$ cat src/rtl/arith_host_pkg.sv
// -----------------------------------------------------------------------------
// arith_host_pkg
// Shared definitions for the arithmetic host and its downstream blocks.
//   ARITH_DATA_W    : width of the host result word
//   COLLECTOR_DEPTH : default number of entries in the result collector FIFO
//   MULT_SEED       : multiplier seed constant used by the host datapath
//   ptr_width()     : pointer width needed to index a power-of-two depth
// -----------------------------------------------------------------------------
package arith_host_pkg;

    localparam int ARITH_DATA_W    = 16;
    localparam int COLLECTOR_DEPTH = 8;
    localparam logic [31:0] MULT_SEED = 32'h9E37_79B9;

    // Pointer width for a storage array of the given depth (never below 1 bit).
    function automatic int ptr_width(input int depth);
        if (depth < 2) begin
            return 1;
        end else begin
            return $clog2(depth);
        end
    endfunction

endpackage

$ cat src/rtl/result_fifo_core.sv
// -----------------------------------------------------------------------------
// result_fifo_core
// First-word-fall-through storage for the result collector. Holds the storage
// array, read/write pointers and occupancy, and qualifies push/pop.
// Ports:
//   clk, rst          : clock, asynchronous active-high reset
//   wr_valid, wr_data : incoming word (cannot be back-pressured)
//   rd_ready          : consumer accepts the head word
//   rd_data           : raw head entry (not zeroed when empty)
//   level             : occupancy 0..DEPTH
//   full, empty       : occupancy flags
//   push, pop         : qualified write / read strobes for this cycle
// -----------------------------------------------------------------------------
module result_fifo_core
    import arith_host_pkg::*;
#(
    parameter int DATA_W = ARITH_DATA_W,
    parameter int DEPTH  = COLLECTOR_DEPTH
) (
    input  logic                     clk,
    input  logic                     rst,
    input  logic                     wr_valid,
    input  logic [DATA_W-1:0]        wr_data,
    input  logic                     rd_ready,
    output logic [DATA_W-1:0]        rd_data,
    output logic [$clog2(DEPTH):0]   level,
    output logic                     full,
    output logic                     empty,
    output logic                     push,
    output logic                     pop
);

    localparam int PTR_W = ptr_width(DEPTH);
    localparam int LVL_W = $clog2(DEPTH) + 1;

    logic [DATA_W-1:0] mem_q [DEPTH];
    logic [DATA_W-1:0] mem_d [DEPTH];
    logic [PTR_W-1:0]  wr_ptr_q, wr_ptr_d;
    logic [PTR_W-1:0]  rd_ptr_q, rd_ptr_d;
    logic [LVL_W-1:0]  level_q, level_d;
    logic              full_s, empty_s, push_s, pop_s;

    // Occupancy flags and push/pop qualification. A full FIFO still accepts a
    // word when the head leaves in the same cycle; an empty FIFO never pops.
    always_comb begin
        empty_s = (level_q == LVL_W'(0));
        full_s  = (level_q == LVL_W'(DEPTH));
        pop_s   = (!empty_s) && rd_ready;
        push_s  = wr_valid && ((!full_s) || pop_s);
    end

    // Next-state for pointers, occupancy and storage. Pointers wrap naturally.
    always_comb begin
        mem_d = mem_q;
        if (push_s) begin
            wr_ptr_d        = wr_ptr_q + PTR_W'(1);
            mem_d[wr_ptr_q] = wr_data;
        end else begin
            wr_ptr_d = wr_ptr_q;
        end

        if (pop_s) begin
            rd_ptr_d = rd_ptr_q + PTR_W'(1);
        end else begin
            rd_ptr_d = rd_ptr_q;
        end

        case ({push_s, pop_s})
            2'b10:   level_d = level_q + LVL_W'(1);
            2'b01:   level_d = level_q - LVL_W'(1);
            default: level_d = level_q;
        endcase
    end

    // Control state: pointers and occupancy, flushed by reset.
    always_ff @(posedge clk or posedge rst) begin
        if (rst) begin
            wr_ptr_q <= {PTR_W{1'b0}};
            rd_ptr_q <= {PTR_W{1'b0}};
            level_q  <= {LVL_W{1'b0}};
        end else begin
            wr_ptr_q <= wr_ptr_d;
            rd_ptr_q <= rd_ptr_d;
            level_q  <= level_d;
        end
    end

    // Storage array; contents are don't-care after reset since level gates them.
    always_ff @(posedge clk) begin
        mem_q <= mem_d;
    end

    assign rd_data = mem_q[rd_ptr_q];
    assign level   = level_q;
    assign full    = full_s;
    assign empty   = empty_s;
    assign push    = push_s;
    assign pop     = pop_s;

endmodule

$ cat src/rtl/arith_result_collector.sv
// -----------------------------------------------------------------------------
// arith_result_collector
// Captures the non-stallable result stream of the arithmetic host into a FWFT
// FIFO and presents it to a consumer over ready/valid. Words arriving while
// the FIFO is full and not draining are dropped, counted and flagged. A
// running 32-bit sum of accepted words serves as an integrity signature.
// Ports:
//   clk, rst             : clock, asynchronous active-high reset
//   in_valid, in_data    : host result stream (no backpressure)
//   out_valid, out_ready : consumer handshake; out_data is 0 when empty
//   level                : FIFO occupancy 0..DEPTH
//   overflow, clr_ovf    : sticky drop flag and its synchronous clear
//   drop_count           : saturating dropped-word counter (reset only)
//   accum, accum_clr     : running sum of accepted words and its clear
// -----------------------------------------------------------------------------
module arith_result_collector
    import arith_host_pkg::*;
#(
    parameter int DATA_W = ARITH_DATA_W,
    parameter int DEPTH  = COLLECTOR_DEPTH,
    parameter int CNT_W  = 16
) (
    input  logic                     clk,
    input  logic                     rst,
    input  logic                     in_valid,
    input  logic [DATA_W-1:0]        in_data,
    output logic                     out_valid,
    input  logic                     out_ready,
    output logic [DATA_W-1:0]        out_data,
    output logic [$clog2(DEPTH):0]   level,
    output logic                     overflow,
    input  logic                     clr_ovf,
    output logic [CNT_W-1:0]         drop_count,
    output logic [31:0]              accum,
    input  logic                     accum_clr
);

    logic [DATA_W-1:0] head_s;
    logic              full_s, empty_s, push_s, pop_s, drop_s;
    logic [31:0]       in_ext_s;

    logic              overflow_q, overflow_d;
    logic [CNT_W-1:0]  drop_count_q, drop_count_d;
    logic [31:0]       accum_q, accum_d;

    result_fifo_core #(
        .DATA_W (DATA_W),
        .DEPTH  (DEPTH)
    ) u_fifo (
        .clk      (clk),
        .rst      (rst),
        .wr_valid (in_valid),
        .wr_data  (in_data),
        .rd_ready (out_ready),
        .rd_data  (head_s),
        .level    (level),
        .full     (full_s),
        .empty    (empty_s),
        .push     (push_s),
        .pop      (pop_s)
    );

    // A word is lost only when it arrives while full and nothing drains.
    always_comb begin
        drop_s   = in_valid && full_s && (!pop_s);
        in_ext_s = 32'(in_data);
    end

    // Sticky overflow (a drop beats a clear), saturating drop counter, and
    // signature accumulator (clear with push restarts from the new word).
    always_comb begin
        if (drop_s) begin
            overflow_d = 1'b1;
        end else if (clr_ovf) begin
            overflow_d = 1'b0;
        end else begin
            overflow_d = overflow_q;
        end

        if (drop_s && (drop_count_q != {CNT_W{1'b1}})) begin
            drop_count_d = drop_count_q + CNT_W'(1);
        end else begin
            drop_count_d = drop_count_q;
        end

        if (accum_clr) begin
            if (push_s) begin
                accum_d = in_ext_s;
            end else begin
                accum_d = 32'h0000_0000;
            end
        end else if (push_s) begin
            accum_d = accum_q + in_ext_s;
        end else begin
            accum_d = accum_q;
        end
    end

    // Status and signature registers.
    always_ff @(posedge clk or posedge rst) begin
        if (rst) begin
            overflow_q   <= 1'b0;
            drop_count_q <= {CNT_W{1'b0}};
            accum_q      <= 32'h0000_0000;
        end else begin
            overflow_q   <= overflow_d;
            drop_count_q <= drop_count_d;
            accum_q      <= accum_d;
        end
    end

    // Head word is forced to zero when nothing is buffered so stale storage
    // never leaks to the consumer.
    always_comb begin
        if (empty_s) begin
            out_data = {DATA_W{1'b0}};
        end else begin
            out_data = head_s;
        end
    end

    assign out_valid  = !empty_s;
    assign overflow   = overflow_q;
    assign drop_count = drop_count_q;
    assign accum      = accum_q;

endmodule

$ cat config.mk
export PLATFORM = sky130hd
export DESIGN_NAME = arith_result_collector
export DESIGN_NICKNAME = d
export VERILOG_FILES = /design/src/rtl/arith_host_pkg.sv /design/src/rtl/result_fifo_core.sv /design/src/rtl/arith_result_collector.sv
export SDC_FILE = /design/constraint.sdc
export NUM_CORES = 1
export LEC_CHECK = 0
export CORE_ASPECT_RATIO = 1.4
export CORE_MARGIN = 2
export CORE_UTILIZATION = 50
export CTS_BUF_LIST = sky130_fd_sc_hd__clkbuf_16
export DETAILED_ROUTE_END_ITERATION = 16
export PLACE_DENSITY = 0.72
export SLEW_MARGIN = 15
export SYNTH_ARGS = -nofsm -noshare
export SYNTH_HDL_FRONTEND = slang
export SYNTH_SLANG_ARGS = --single-unit
$ cat constraint.sdc
create_clock -name clk -period 10.3 [get_ports clk]
set_input_delay 3.09 -clock clk [delete_from_list [all_inputs] [get_ports clk]]
set_output_delay 3.09 -clock clk [all_outputs]
set_load 0.01 [all_outputs]
# After elaboration in Yosys (flattened, before gate mapping)
# Index checks and enable logic that the tools add are counted.
[totals]
wordCells = 56
in_bits = 22
reg_bits = 187
[op_classes]
reduce_logical = 14
bitwise_logic = 2
order_cmp = 3
n_addsub = 6
mux = 13
n_eq_ne = 4
[ops]
columns = ["cell", "count"]
rows = [
  ["bitwise mux 128 bit", 1],
  ["2-to-1 mux 16 bit", 5],
  ["2-to-1 mux 32 bit", 2],
  ["binary-select mux 16 bit (select 3 bit)", 1],
  ["demux 16 bit (select 3 bit)", 1],
  ["adder 32 x 16 -> 32 bit", 1],
  ["adder 16 x 1 -> 16 bit, second input constant", 1],
  ["inequality test 16 bit, second input constant", 1],
  ["greater-or-equal comparator 4 bit, second input constant", 2],
  ["inverter 3 -> 4 bit", 2],
  ["case mux 4 bit (2 select lines)", 1],
  ["adder 3 x 1 -> 3 bit, second input constant", 2],
  ["logical AND 1 bit", 6],
  ["nonzero test 2 bit", 3],
  ["adder 4 x 1 -> 4 bit, second input constant", 1],
  ["equality test 4 bit, second input constant", 1],
  ["logical NOT 4 bit", 1],
  ["< comparator 4 x 1 -> 1 bit, second input constant", 1],
  ["subtractor 4 x 1 -> 4 bit, second input constant", 1],
  ["logical NOT 1 bit", 3],
  ["equality test 2 x 1 -> 1 bit, second input constant", 1],
  ["equality test 2 bit, second input constant", 1],
  ["2-to-1 mux 1 bit", 2],
  ["logical OR 1 bit", 1],
]

# Logic depth before layout (Yosys ltp)
[logic_depth]
depth_word = 7
mapped_depth = 12
mapped_depth_nobuf = 10

# Modules after synthesis
# From an unflattened synthesis, not the netlist that was laid out.
[unflattened]
hier_cells = 645
area_unflattened_um2 = 8921.1
[modules_own_cells]
columns = ["mod", "area_each_um2", "instances", "cells_per_inst"]
rows = [
  ["result_fifo_core", 5457.7, 1, 254],
  ["arith_result_collector", 3463.3, 1, 391],
]

# Worst setup path after synthesis
# Ideal clock, no wire load.
[synth_path]
path_type = "input to register"
start = "input out_ready"
end = "register u_fifo.mem_q[48] (netlist name), enable pin"
arrival_time_ps = 5504
path_buffers = 1
setup_ps = 436
setup_slack_ps = 4359
required_time_ps = 9864
path_stages = 5
path_cell_list = "nor2b_1 > a21oi_2 > inv_1 > clkbuf_1 > nor4b_1"
[synth_via]
elab_chain_len = 3
[synth_lines]
columns = ["element", "line_no", "rtl"]
rows = [
  ["start: declaration", "arith_result_collector.sv:28", "input logic out_ready,"],
  ["logical AND 1 bit", "result_fifo_core.sv:48", "pop_s = (!empty_s) && rd_ready;"],
  ["logical OR 1 bit", "result_fifo_core.sv:49", "push_s = wr_valid && ((!full_s) || pop_s);"],
  ["logical AND 1 bit", "result_fifo_core.sv:49", ""],
  ["end signal: assignment", "result_fifo_core.sv:90", "mem_q <= mem_d;"],
  ["end: declaration", "result_fifo_core.sv:36", "logic [DATA_W-1:0] mem_q [DEPTH];"],
]
# No other way between the ends.
# A chain may end at the register's enable or synchronous reset.

# Final worst setup path
[layout_path]
start = "register u_fifo.rd_ptr_q[0]"
end = "output out_data[15]"
[layout_via]
elab_chain_len = 5
[layout_lines]
columns = ["element", "line_no", "rtl"]
rows = [
  ["start: declaration", "result_fifo_core.sv:39", "logic [PTR_W-1:0] rd_ptr_q, rd_ptr_d;"],
  ["start signal: assignment", "result_fifo_core.sv:79", "rd_ptr_q <= {PTR_W{1'b0}};"],
  ["start signal: assignment", "result_fifo_core.sv:83", "rd_ptr_q <= rd_ptr_d;"],
  ["inverter 3 -> 4 bit (implied by the code)", "result_fifo_core.sv:93", "assign rd_data = mem_q[rd_ptr_q];"],
  ["binary-select mux 16 bit (select 3 bit)", "result_fifo_core.sv:93", ""],
  ["2-to-1 mux 16 bit (implied by the code) (2 in series)", "result_fifo_core.sv:93", ""],
  ["2-to-1 mux 16 bit", "arith_result_collector.sv:115", "if (empty_s) begin"],
  ["end: declaration", "arith_result_collector.sv:29", "output logic [DATA_W-1:0] out_data,"],
]
# No other way between the ends. The select of a mux whose other input is x is not followed.

==> impl_metrics.env <==
export IMPL_status="completed"
export IMPL_grt_ovfl_total=0
export IMPL_placed_area_um2=9890
export IMPL_setup_slack_ns=4.26
export IMPL_rrSetupSlack_ns=7.20
export IMPL_avgSynthCellArea_um2=14.1
export IMPL_core_area_um2=17200
export IMPL_final_core_util_pct=61.1
export IMPL_routed_wl_mm=18.7
export IMPL_area_sequential_um2=5320
export IMPL_ys_flop_type="edfxtp_1"
export IMPL_gr_usage_all_layers_pct=21.4
export IMPL_worstHoldPathCells=1
export IMPL_hold_violations=0
export IMPL_pre_cts_slack_ns=4.10
export IMPL_diodes=0
export IMPL_rows=57
export IMPL_antenna_found_initial=0
export IMPL_synth_seq_cells=187
export IMPL_synth_most_common_cell="edfxtp_1"
export IMPL_cts_hold_fix_buffers=0
export IMPL_startpoint_type="register"
export IMPL_final_antenna_net_count=0
export IMPL_min_period_ns=6.04
export IMPL_p_leak_uw=0.00381
export IMPL_grt_pass1_vias=5718
export IMPL_synth_yosys_seq_area_share_pct=61.2
export IMPL_slew_headroom_pct=23.5
export IMPL_yosysWarnings=0
export IMPL_cts_setup_buffers=0
export IMPL_synth_edf_count=128
export IMPL_clk_latency_ns=0.43
export IMPL_worstMarginPinSlew_ns=1.15
export IMPL_final_area_um2=10500
export IMPL_crit_fanout=18
export IMPL_final_max_slew_viol_count=0
export IMPL_drt_vias_per_instance=5.81
export IMPL_async_reset_ff_share_pct=31.6
export IMPL_netlist_area_leader_share_pct=44.2
export IMPL_die_area_um2=18500
export IMPL_netlist_area_um2=8690
export IMPL_port_buffer_count=91
export IMPL_ir_drop_uv=139
export IMPL_cts_buffer_depth=2
export IMPL_grt_first_pass_wirelength_mm=30.6
export IMPL_drv_cap=0
export IMPL_r2r_end="u_fifo.level[2]"
export IMPL_fmax_ghz=0.166
export IMPL_gp_congestion=0.895
export IMPL_r2r_start="u_fifo.level[1]"
export IMPL_ys_types=67
export IMPL_min_path_type="register to register"
export IMPL_synth_common_cells="edfxtp_1, dfrtp_1, nor2_1, mux4_2, nand2_1"
export IMPL_yosys_area_top_type="edfxtp_1"
export IMPL_cts_sinks=187
export IMPL_finalSetupViolCount=0
export IMPL_yosys_top_cells_area="edfxtp_1, dfrtp_1, mux4_2, ha_1, mux2i_1"
export IMPL_detail_route_iter0_violations=462
export IMPL_cts_tree="yes"
export IMPL_setup_tns_final_ns=0
export IMPL_drive_gt1_share_pct=14.4
export IMPL_crit_type="register to output port"
export IMPL_syn_nets=660
export IMPL_min_from="drop_count[11]"
export IMPL_whs_endpoint="drop_count[11]"
export IMPL_htreeDepth=4
export IMPL_dr_total_vias=5530
export IMPL_drc=0
export IMPL_place_detailed_hpwl_mm=12.3
export IMPL_cts_resized_gates=0
export IMPL_die_x_um=115
export IMPL_rsz0062_at_grt="no"
export IMPL_multi_input_area_um2=3280
export IMPL_nNetsFinal=747
export IMPL_die_h_um=160
export IMPL_endpoint_kind="output port"
export IMPL_required_ns=7.21
export IMPL_netlist_instances=615
export IMPL_p_per_area_nw_per_um2=245
export IMPL_areaGrowthSynthToFinish_pct=20.9
export IMPL_wl_per_cell_um=19.6
export IMPL_clkSlewWorstSetupHoldPaths_ns=0.08
export IMPL_fin_crit_sh_pct=58.6
export IMPL_arrival_ns=2.95
export IMPL_initial_utilization_pct=50.6
export IMPL_fill_cells=1294
export IMPL_r2r_cells=11
export IMPL_numCtsBuffers=17
export IMPL_finalClockSkew_ns=0.0117
export IMPL_grt_max_degree=60
export IMPL_ios=92
export IMPL_cts_root_buf="clkbuf_16"
export IMPL_drtPass1Iterations=5
export IMPL_power_uw=2570
## report_power, final
part / total (uW) / internal (uW) / switching (uW)
sequential: 1050 / 924 / 122
clock: 658 / 334 / 324
combinational: 871 / 454 / 417
## logic make-up (layout without fill, tap and decap cells)
logic type / after synthesis / in the layout / synth area share, %
AO/OA/AOI/OAI: 104 / 104 / 8.00
XOR/XNOR: 35 / 35 / 3.53
adder cells (fa/ha/maj): 23 / 23 / 3.40
buffers and inverters: 40 / 140 / 2.06
flip-flops: 187 / 187 / 61.2
multiplexers: 57 / 57 / 11.3
AND/OR/NAND/NOR: 169 / 169 / 10.5
## state kept, by name, summed over array words and instances (netlist names)
name and count:
accum 32, u_fifo.level 4, u_fifo.mem_q 128, u_fifo.rd_ptr_q 3, u_fifo.wr_ptr_q 3, drop_count 16, overflow 1
## through the flow
step                hold WS [ns]  cells
finish                     0.497    951
global route               0.531    951
CTS                        0.500    951
detailed placement         0.485    919
global placement           0.478    919
floorplan                  0.519    615
## layout make-up
cell class                 instances  area share [%]
multi-input combinational        388            31.2
sequential                       187            50.6
clock buffer                      17            4.05
clock inverter                    15            1.81
inverter                           9           0.321
timing repair buffer              99            9.19
tap                              236            2.81
## worst max-delay path by stage
stage | from | to | slack (ns) | cells after the start
global route | u_fifo.rd_ptr_q[0] | out_data[15] | 4.05 | 5
finish | u_fifo.rd_ptr_q[0] | out_data[15] | 4.26 | 5
floorplan | out_ready | u_fifo.mem_q[48] | 4.36 | 5
CTS | u_fifo.rd_ptr_q[0] | out_data[15] | 4.17 | 5
detailed placement | in_data[0] | accum[24] | 4.10 | 9
global placement | in_data[0] | accum[24] | 4.21 | 9
## layout by cell type, fill, tap and decap left out, drive strengths merged, types with 10 or more instances in the layout
master and n:
clkdlybuf4s50 90, nand2 33, edfxtp 128, nand4 12
inv 16, nor2 38, o21ai 30, xnor2 19
a21oi 29, nand3 18, mux2i 18, dfrtp 59
ha 22, nor3 12, mux4 32, nor2b 10
xor2 16, clkbuf 17
## worst max-delay path: stages (launching register included)
cell             delay, ns
dfrtp_2               0.73
buf_4                 0.45
mux4_2                0.55
mux2i_1               0.21
nor2_1                0.10
clkdlybuf4s50_1       0.49
## per-layer routing
layer	vias up	wire (um)	global-route usage, %	share of wire (%)
met3	17	855	4.48	4.6
met1	2829	7280	25.8	39
met4	0	239	5.53	1.3
li1	2533	-	-	-
met2	151	10300	38.7	55
met5	-	0	0	0
No activity file was read; power rests on OpenSTA's default activity.
